`src/rtl/uart_cmd_ctrl_pkg.sv`:
```
// uart_cmd_ctrl_pkg
// Shared constants for the UART command controller: framing bytes,
// command-parser state encodings and response-sequencer state encodings.
package uart_cmd_ctrl_pkg;

    localparam logic [7:0] SOF_BYTE = 8'h55;
    localparam logic [7:0] ACK_BYTE = 8'h06;
    localparam logic [7:0] NAK_BYTE = 8'h15;

    // Parser states
    // state  | meaning
    // P_IDLE | hunting for SOF, other bytes dropped
    // P_CMD  | next byte is the command
    // P_LEN  | next byte is the payload length
    // P_DATA | collecting payload bytes
    // P_CHK  | next byte is the XOR checksum
    localparam logic [2:0] P_IDLE = 3'd0;
    localparam logic [2:0] P_CMD  = 3'd1;
    localparam logic [2:0] P_LEN  = 3'd2;
    localparam logic [2:0] P_DATA = 3'd3;
    localparam logic [2:0] P_CHK  = 3'd4;

    // Response sequencer states
    // state  | meaning
    // T_IDLE | waiting for a pending response and a free transmitter
    // T_SEND | strobe issued, waiting for the transmitter to go busy
    // T_WAIT | transmitter busy, waiting for its done pulse
    localparam logic [1:0] T_IDLE = 2'd0;
    localparam logic [1:0] T_SEND = 2'd1;
    localparam logic [1:0] T_WAIT = 2'd2;

endpackage

```
`src/rtl/uart_rsp_seq.sv`:
```
// uart_rsp_seq
// Hands ACK/NAK response bytes to the UART transmitter one at a time.
// Ports:
//   i_Clock, i_Rst_L      clock, async active-low reset
//   i_Rsp_Req, i_Rsp_Byte one-cycle request to queue a response byte
//   i_TX_Active           transmitter busy
//   i_TX_Done             transmitter finished a byte (may last several cycles)
//   o_TX_DV, o_TX_Byte    one-cycle send strobe and the byte to send
module uart_rsp_seq
    import uart_cmd_ctrl_pkg::*;
(
    input  logic       i_Clock,
    input  logic       i_Rst_L,
    input  logic       i_Rsp_Req,
    input  logic [7:0] i_Rsp_Byte,
    input  logic       i_TX_Active,
    input  logic       i_TX_Done,
    output logic       o_TX_DV,
    output logic [7:0] o_TX_Byte
);

    logic [1:0] r_state;
    logic       r_pend;
    logic [7:0] r_pend_byte;
    logic       r_done_d;
    logic       r_tx_dv;
    logic [7:0] r_tx_byte;
    logic       w_done_rise;

    // Completion is taken on the rising edge of Done so a multi-cycle Done
    // pulse retires exactly one byte.
    assign w_done_rise = i_TX_Done & ~r_done_d;

    always_ff @(posedge i_Clock or negedge i_Rst_L) begin
        if (!i_Rst_L) begin
            r_state     <= T_IDLE;
            r_pend      <= 1'b0;
            r_pend_byte <= 8'h00;
            r_done_d    <= 1'b0;
            r_tx_dv     <= 1'b0;
            r_tx_byte   <= 8'h00;
        end else begin
            r_tx_dv  <= 1'b0;
            r_done_d <= i_TX_Done;
            case (r_state)
                T_IDLE: begin
                    if (r_pend && !i_TX_Active) begin
                        r_tx_dv   <= 1'b1;
                        r_tx_byte <= r_pend_byte;
                        r_pend    <= 1'b0;
                        r_state   <= T_SEND;
                    end
                end
                T_SEND: begin
                    if (i_TX_Active) begin
                        r_state <= T_WAIT;
                    end
                end
                T_WAIT: begin
                    if (w_done_rise) begin
                        r_state <= T_IDLE;
                    end
                end
                default: r_state <= T_IDLE;
            endcase
            // A new request replaces any response not yet strobed; the byte
            // already handed to the transmitter lives in r_tx_byte.
            if (i_Rsp_Req) begin
                r_pend      <= 1'b1;
                r_pend_byte <= i_Rsp_Byte;
            end
        end
    end

    assign o_TX_DV   = r_tx_dv;
    assign o_TX_Byte = r_tx_byte;

endmodule

```
`src/rtl/uart_cmd_ctrl.sv`:
```
// uart_cmd_ctrl
// Parses SOF/CMD/LEN/payload/CHK frames from a UART receiver, streams the
// payload out, flags good/bad frames and answers each frame with ACK or NAK.
// Ports:
//   i_Clock, i_Rst_L          clock, async active-low reset
//   i_RX_DV, i_RX_Byte        received byte strobe and data
//   o_TX_DV, o_TX_Byte        response send strobe and byte
//   i_TX_Active, i_TX_Done    transmitter status
//   o_Data_DV, o_Data_Byte    payload byte strobe and data
//   o_Cmd_Valid               frame passed checksum
//   o_Cmd, o_Len              command and length of the last frame
//   o_Err                     checksum, length or timeout error
module uart_cmd_ctrl
    import uart_cmd_ctrl_pkg::*;
#(
    parameter int TIMEOUT_CLKS = 8680,
    parameter int MAX_LEN      = 15
) (
    input  logic       i_Clock,
    input  logic       i_Rst_L,
    input  logic       i_RX_DV,
    input  logic [7:0] i_RX_Byte,
    output logic       o_TX_DV,
    output logic [7:0] o_TX_Byte,
    input  logic       i_TX_Active,
    input  logic       i_TX_Done,
    output logic       o_Data_DV,
    output logic [7:0] o_Data_Byte,
    output logic       o_Cmd_Valid,
    output logic [7:0] o_Cmd,
    output logic [3:0] o_Len,
    output logic       o_Err
);

    localparam int             TO_W      = (TIMEOUT_CLKS > 1) ? $clog2(TIMEOUT_CLKS) : 1;
    localparam logic [TO_W-1:0] TO_LAST  = TO_W'(TIMEOUT_CLKS - 1);
    localparam logic [7:0]     MAX_LEN_B = 8'(MAX_LEN);

    logic [2:0]      r_p_state;
    logic [7:0]      r_cmd;
    logic [3:0]      r_len;
    logic [7:0]      r_xor;
    logic [3:0]      r_cnt;
    logic [TO_W-1:0] r_to_cnt;
    logic            r_data_dv;
    logic [7:0]      r_data_byte;
    logic            r_cmd_valid;
    logic            r_err;
    logic            r_rsp_req;
    logic [7:0]      r_rsp_byte;

    always_ff @(posedge i_Clock or negedge i_Rst_L) begin
        if (!i_Rst_L) begin
            r_p_state   <= P_IDLE;
            r_cmd       <= 8'h00;
            r_len       <= 4'h0;
            r_xor       <= 8'h00;
            r_cnt       <= 4'h0;
            r_to_cnt    <= '0;
            r_data_dv   <= 1'b0;
            r_data_byte <= 8'h00;
            r_cmd_valid <= 1'b0;
            r_err       <= 1'b0;
            r_rsp_req   <= 1'b0;
            r_rsp_byte  <= 8'h00;
        end else begin
            r_data_dv   <= 1'b0;
            r_cmd_valid <= 1'b0;
            r_err       <= 1'b0;
            r_rsp_req   <= 1'b0;
            if (i_RX_DV) begin
                r_to_cnt <= '0;
                case (r_p_state)
                    P_IDLE: begin
                        if (i_RX_Byte == SOF_BYTE) begin
                            r_p_state <= P_CMD;
                        end
                    end
                    P_CMD: begin
                        r_cmd     <= i_RX_Byte;
                        r_xor     <= i_RX_Byte;
                        r_p_state <= P_LEN;
                    end
                    P_LEN: begin
                        if (i_RX_Byte > MAX_LEN_B) begin
                            r_err      <= 1'b1;
                            r_rsp_req  <= 1'b1;
                            r_rsp_byte <= NAK_BYTE;
                            r_p_state  <= P_IDLE;
                        end else begin
                            r_len     <= i_RX_Byte[3:0];
                            r_xor     <= r_xor ^ i_RX_Byte;
                            r_cnt     <= 4'h0;
                            r_p_state <= (i_RX_Byte == 8'h00) ? P_CHK : P_DATA;
                        end
                    end
                    P_DATA: begin
                        r_data_dv   <= 1'b1;
                        r_data_byte <= i_RX_Byte;
                        r_xor       <= r_xor ^ i_RX_Byte;
                        r_cnt       <= r_cnt + 4'd1;
                        if ((r_cnt + 4'd1) == r_len) begin
                            r_p_state <= P_CHK;
                        end
                    end
                    P_CHK: begin
                        r_rsp_req <= 1'b1;
                        if (i_RX_Byte == r_xor) begin
                            r_cmd_valid <= 1'b1;
                            r_rsp_byte  <= ACK_BYTE;
                        end else begin
                            r_err      <= 1'b1;
                            r_rsp_byte <= NAK_BYTE;
                        end
                        r_p_state <= P_IDLE;
                    end
                    default: r_p_state <= P_IDLE;
                endcase
            end else if (r_p_state != P_IDLE) begin
                if (r_to_cnt == TO_LAST) begin
                    r_err      <= 1'b1;
                    r_rsp_req  <= 1'b1;
                    r_rsp_byte <= NAK_BYTE;
                    r_p_state  <= P_IDLE;
                    r_to_cnt   <= '0;
                end else begin
                    r_to_cnt <= r_to_cnt + 1'b1;
                end
            end
        end
    end

    uart_rsp_seq u_rsp_seq (
        .i_Clock     (i_Clock),
        .i_Rst_L     (i_Rst_L),
        .i_Rsp_Req   (r_rsp_req),
        .i_Rsp_Byte  (r_rsp_byte),
        .i_TX_Active (i_TX_Active),
        .i_TX_Done   (i_TX_Done),
        .o_TX_DV     (o_TX_DV),
        .o_TX_Byte   (o_TX_Byte)
    );

    assign o_Data_DV   = r_data_dv;
    assign o_Data_Byte = r_data_byte;
    assign o_Cmd_Valid = r_cmd_valid;
    assign o_Cmd       = r_cmd;
    assign o_Len       = r_len;
    assign o_Err       = r_err;

endmodule
```
`config.mk`:
```
export PLATFORM = sky130hd
export DESIGN_NAME = uart_cmd_ctrl
export DESIGN_NICKNAME = d
export VERILOG_FILES = /design/src/rtl/uart_cmd_ctrl_pkg.sv /design/src/rtl/uart_rsp_seq.sv /design/src/rtl/uart_cmd_ctrl.sv
export SDC_FILE = /design/constraint.sdc
export NUM_CORES = 1
export LEC_CHECK = 0
export BUFFER_PORTS_ARGS = -buffer_cell sky130_fd_sc_hd__buf_4
export CAP_MARGIN = 10
export CELL_PAD_IN_SITES_DETAIL_PLACEMENT = 1
export CELL_PAD_IN_SITES_GLOBAL_PLACEMENT = 2
export CORE_MARGIN = 4
export CORE_UTILIZATION = 39
export DETAILED_ROUTE_END_ITERATION = 8
export GPL_TIMING_DRIVEN = 0
export PLACE_DENSITY = 0.95
export SLEW_MARGIN = 20
export SYNTH_ARGS = -nofsm -noshare
export SYNTH_HDL_FRONTEND = slang
export SYNTH_SLANG_ARGS = --single-unit
```
`constraint.sdc`:
```
create_clock -name i_Clock -period 5 [get_ports i_Clock]
set_input_delay 1 -clock i_Clock [delete_from_list [all_inputs] [get_ports i_Clock]]
set_output_delay 1 -clock i_Clock [all_outputs]
set_load 0.03 [all_outputs]
```
==> results.cfg <==
[timing]
fin_crit_sh = 0.455
slew_headroom = 0.432
slew_violations = 0
fin_crit_ns = 2.27
fin_setup_tns_ns = 0
worstMarginPinSlew_ns = 0.852
finalClockSkew_ns = 0.00749
rsz0062_at_grt = false
hold_violations = 0
setup_viol = 0
fmax_ghz = 0.440

[synth]
yosysTopAreaCell = dfrtp_1
async_flop_share = 1.00
syn_avg_cell_area_um2 = 10.3
ys_types = 47
synth_top_family_by_area = simple AND/OR/NAND/NOR gates
synth_ff_type = dfrtp_1
synth_top_area_frac = 0.512
syn_area_mm2 = 0.00327
synth_xor_area_frac = 0.0684
ys_seq_elements = 67
synthAdderAreaFrac = 0.00764
synth_compound_area_frac = 0.0997
netlist_instances = 319
ys_warn_count = 0
ys_seq_area_frac = 0.512
synth_simple_gate_area_frac = 0.180
synth-edff-count = 0
synthMuxAreaShare = 0.0772
synthTopCellsByArea = dfrtp_1 51%, mux2_2 6.2%, nand2_1 5.8%

[pwr]
switching_share = 0.355
p_total_w = 0.00194
p_int_w = 0.00125
power.density_mw_per_mm2 = 497
ir_worst_vdd_uv = 270
p_switching_w = 0.000688
pwr-share-comb = 0.316
clockPowerShare = 0.290
p_seq_frac = 0.393
power.leakage_nw = 1.80

[min_path]
holdCritStartpoint = r_rsp_byte[2]$_DFFE_PN0P_
min_path_cells = 1
hold_end = r_rsp_byte[2]$_DFFE_PN0P_
holdCritPathClass = flip-flop to flip-flop

[clocking]
post_cts_buffers = 0
cts_hold_buf = 0
ctsLongestPathBuffers = 2
cts-htree-levels = 3
clkLatencyLatePin_ns = 0.35
cts_inserted_buffers = 9
cts.sinks = 67
cts_tree = yes
cts_resized = 0
clkTransAtPathRegs_ns = 0.08
cts-root-buf = clkbuf_8

[outcome]
outcome = finished, final reports clean

[critical_path]
start_kind = input port
crit_type = input port to flip-flop
rr_startpoint = r_to_cnt[0]$_DFFE_PN0P_
required_ns = 5.23
arrival_ns = 2.51
r2r_slack_ns = 2.95
r2r_end = r_to_cnt[13]$_DFFE_PN0P_
critPathCaptureType = flip-flop
path_max_fanout = 10
reg2reg_depth = 6

[route]
detail-route-antenna-nets = 0
drt_pass1_iterations = 4
vias = 2473
wire_per_inst_um = 15.8
via_per_inst = 5.22
remaining_drc_errors = 0
wirelength_um = 7510
drtIter0Drc = 54

[layout]
drive_above_1_share = 0.238
final_nets = 379
regArea_mm2 = 0.00168
final_cell_mix = 67 x dfrtp_1, 51 x nand2_1, 37 x buf_4, 19 x nor2_1, 18 x mux2_2
diodes = 0
n_fill_cell = 925
final_common_cell = dfrtp_1
areaGrowthSynthToFinish_pct = 19.1
multiInputGateArea_mm2 = 0.00143

[job]
max_cap_viol_count = 0

[grt]
busiest_layer = met2
use_met3 = 0.0456
grt_overflow = 0
grt_usage = 0.165
grt_use_met2 = 0.272
grt_max_degree = 68
grt_pass1_vias = 2629
grt_pass1_wl_um = 12900
antenna_found_initial = 0
grtUsageMet1 = 0.211

[floorplan]
die_y_um = 99.6
core-area_mm2 = 0.00818
start_util = 0.401
die_area_mm2 = 0.00993
rows = 33
ios = 45
die_x_um = 99.6

[placed_design]
gp_congestion = 0.828
numPortBuffers = 31
place_hpwl_um = 5290
-- critical path, stage by stage --
cell,delay (ns)
buf_4,0.15
inv_1,0.18
nor4_1,0.45
buf_2,0.35
mux2_2,0.37
-- worst max-delay path by stage --
stage	slack, ns	cells after the start	start	to
floorplan	2.59	4	i_RX_Byte[5]	o_Len[0]$_DFFE_PN0P_
global placement	2.40	5	i_RX_DV	o_Cmd[5]$_DFFE_PN0P_
detailed placement	2.35	5	i_RX_DV	o_Cmd[4]$_DFFE_PN0P_
CTS	2.72	5	i_RX_DV	o_Cmd[4]$_DFFE_PN0P_
global route	2.63	5	i_RX_DV	o_Cmd[4]$_DFFE_PN0P_
finish	2.73	5	i_RX_DV	o_Cmd[4]$_DFFE_PN0P_
-- per-stage QoR --
stage	area (um2)	cells	hold WS [ns]	setup WS (ns)	utilization
after CTS	3900	474	0.470	2.72	0.477
after global placement	3650	458	0.447	2.40	0.446
after global routing	3900	474	0.492	2.63	0.477
after detailed placement	3650	458	0.447	2.35	0.446
final	3900	474	0.466	2.73	0.477
after floorplan	3290	322	0.428	2.59	-
-- cell usage after synthesis, types with 2 or more instances --
library cell and number:
mux2i_1 5, and3_1 3, dfrtp_1 67, buf_2 8, nor4_1 4, a31oi_1 3
nor3_1 5, o211ai_1 2, nand3_1 6, nor2b_1 4, nor2_1 19, o21bai_1 2
nor3b_1 3, buf_4 6, ha_1 2, o21ai_0 17, a21o_1 4, nor3_4 2
a22oi_1 3, mux2_2 18, inv_1 13, a21oi_1 12, nand4_1 5, nand2b_1 2
clkbuf_1 7, nor4_2 2, xnor2_1 16, nand2_1 51, or3_1 4, xor2_1 7
-- flip-flops by register name (all words and copies together), names as in the netlist, 2 cells and up --
name / count
r_xor: 8
r_rsp_byte: 3
o_Cmd: 8
u_rsp_seq.r_pend_byte: 3
r_p_state: 3
u_rsp_seq.o_TX_Byte: 3
o_Len: 4
o_Data_Byte: 8
r_to_cnt: 14
u_rsp_seq.r_state: 2
r_cnt: 4
-- power groups by stage --
| stage | registers [W] | logic (W) | clock network, W |
|---|---|---|---|
| floorplan | 0.000877 | 0.000305 | 0 |
| detailed placement | 0.000769 | 0.000619 | 0 |
| global route | 0.000781 | 0.000674 | 0.000599 |
| global placement | 0.000760 | 0.000599 | 0 |
| CTS | 0.000762 | 0.000622 | 0.000574 |
| finish | 0.000761 | 0.000613 | 0.000562 |
-- layer usage --
| layer | up-vias | wire [um] |
|---|---|---|
| met5 | - | 0 |
| met4 | 0 | 110 |
| met3 | 13 | 326 |
| met2 | 45 | 3690 |
| met1 | 1243 | 3390 |
| li1 | 1172 | - |
-- kinds of logic after synthesis --
| kind of cell | after synthesis |
|---|---|
| and+or+nand+nor | 116 |
| buffers and inverters | 36 |
| DFF | 67 |
| AOI/OAI and AO/OA | 50 |
| xor gates and xnor gates | 24 |
| adders and majority gates | 2 |
| muxes | 23 |
| other | 1 |
-- area by class of cell --
| class | count | area share |
|---|---|---|
| sequential | 67 | 0.430 |
| multi-input combinational | 219 | 0.368 |
| clock inverter | 7 | 0.0321 |
| inverter | 13 | 0.0125 |
| buffer | 23 | 0.0324 |
| clock buffer | 9 | 0.0318 |
| tap | 105 | 0.0337 |
| timing repair buffer | 31 | 0.0597 |
No activity file was read; power rests on OpenSTA's default activity.
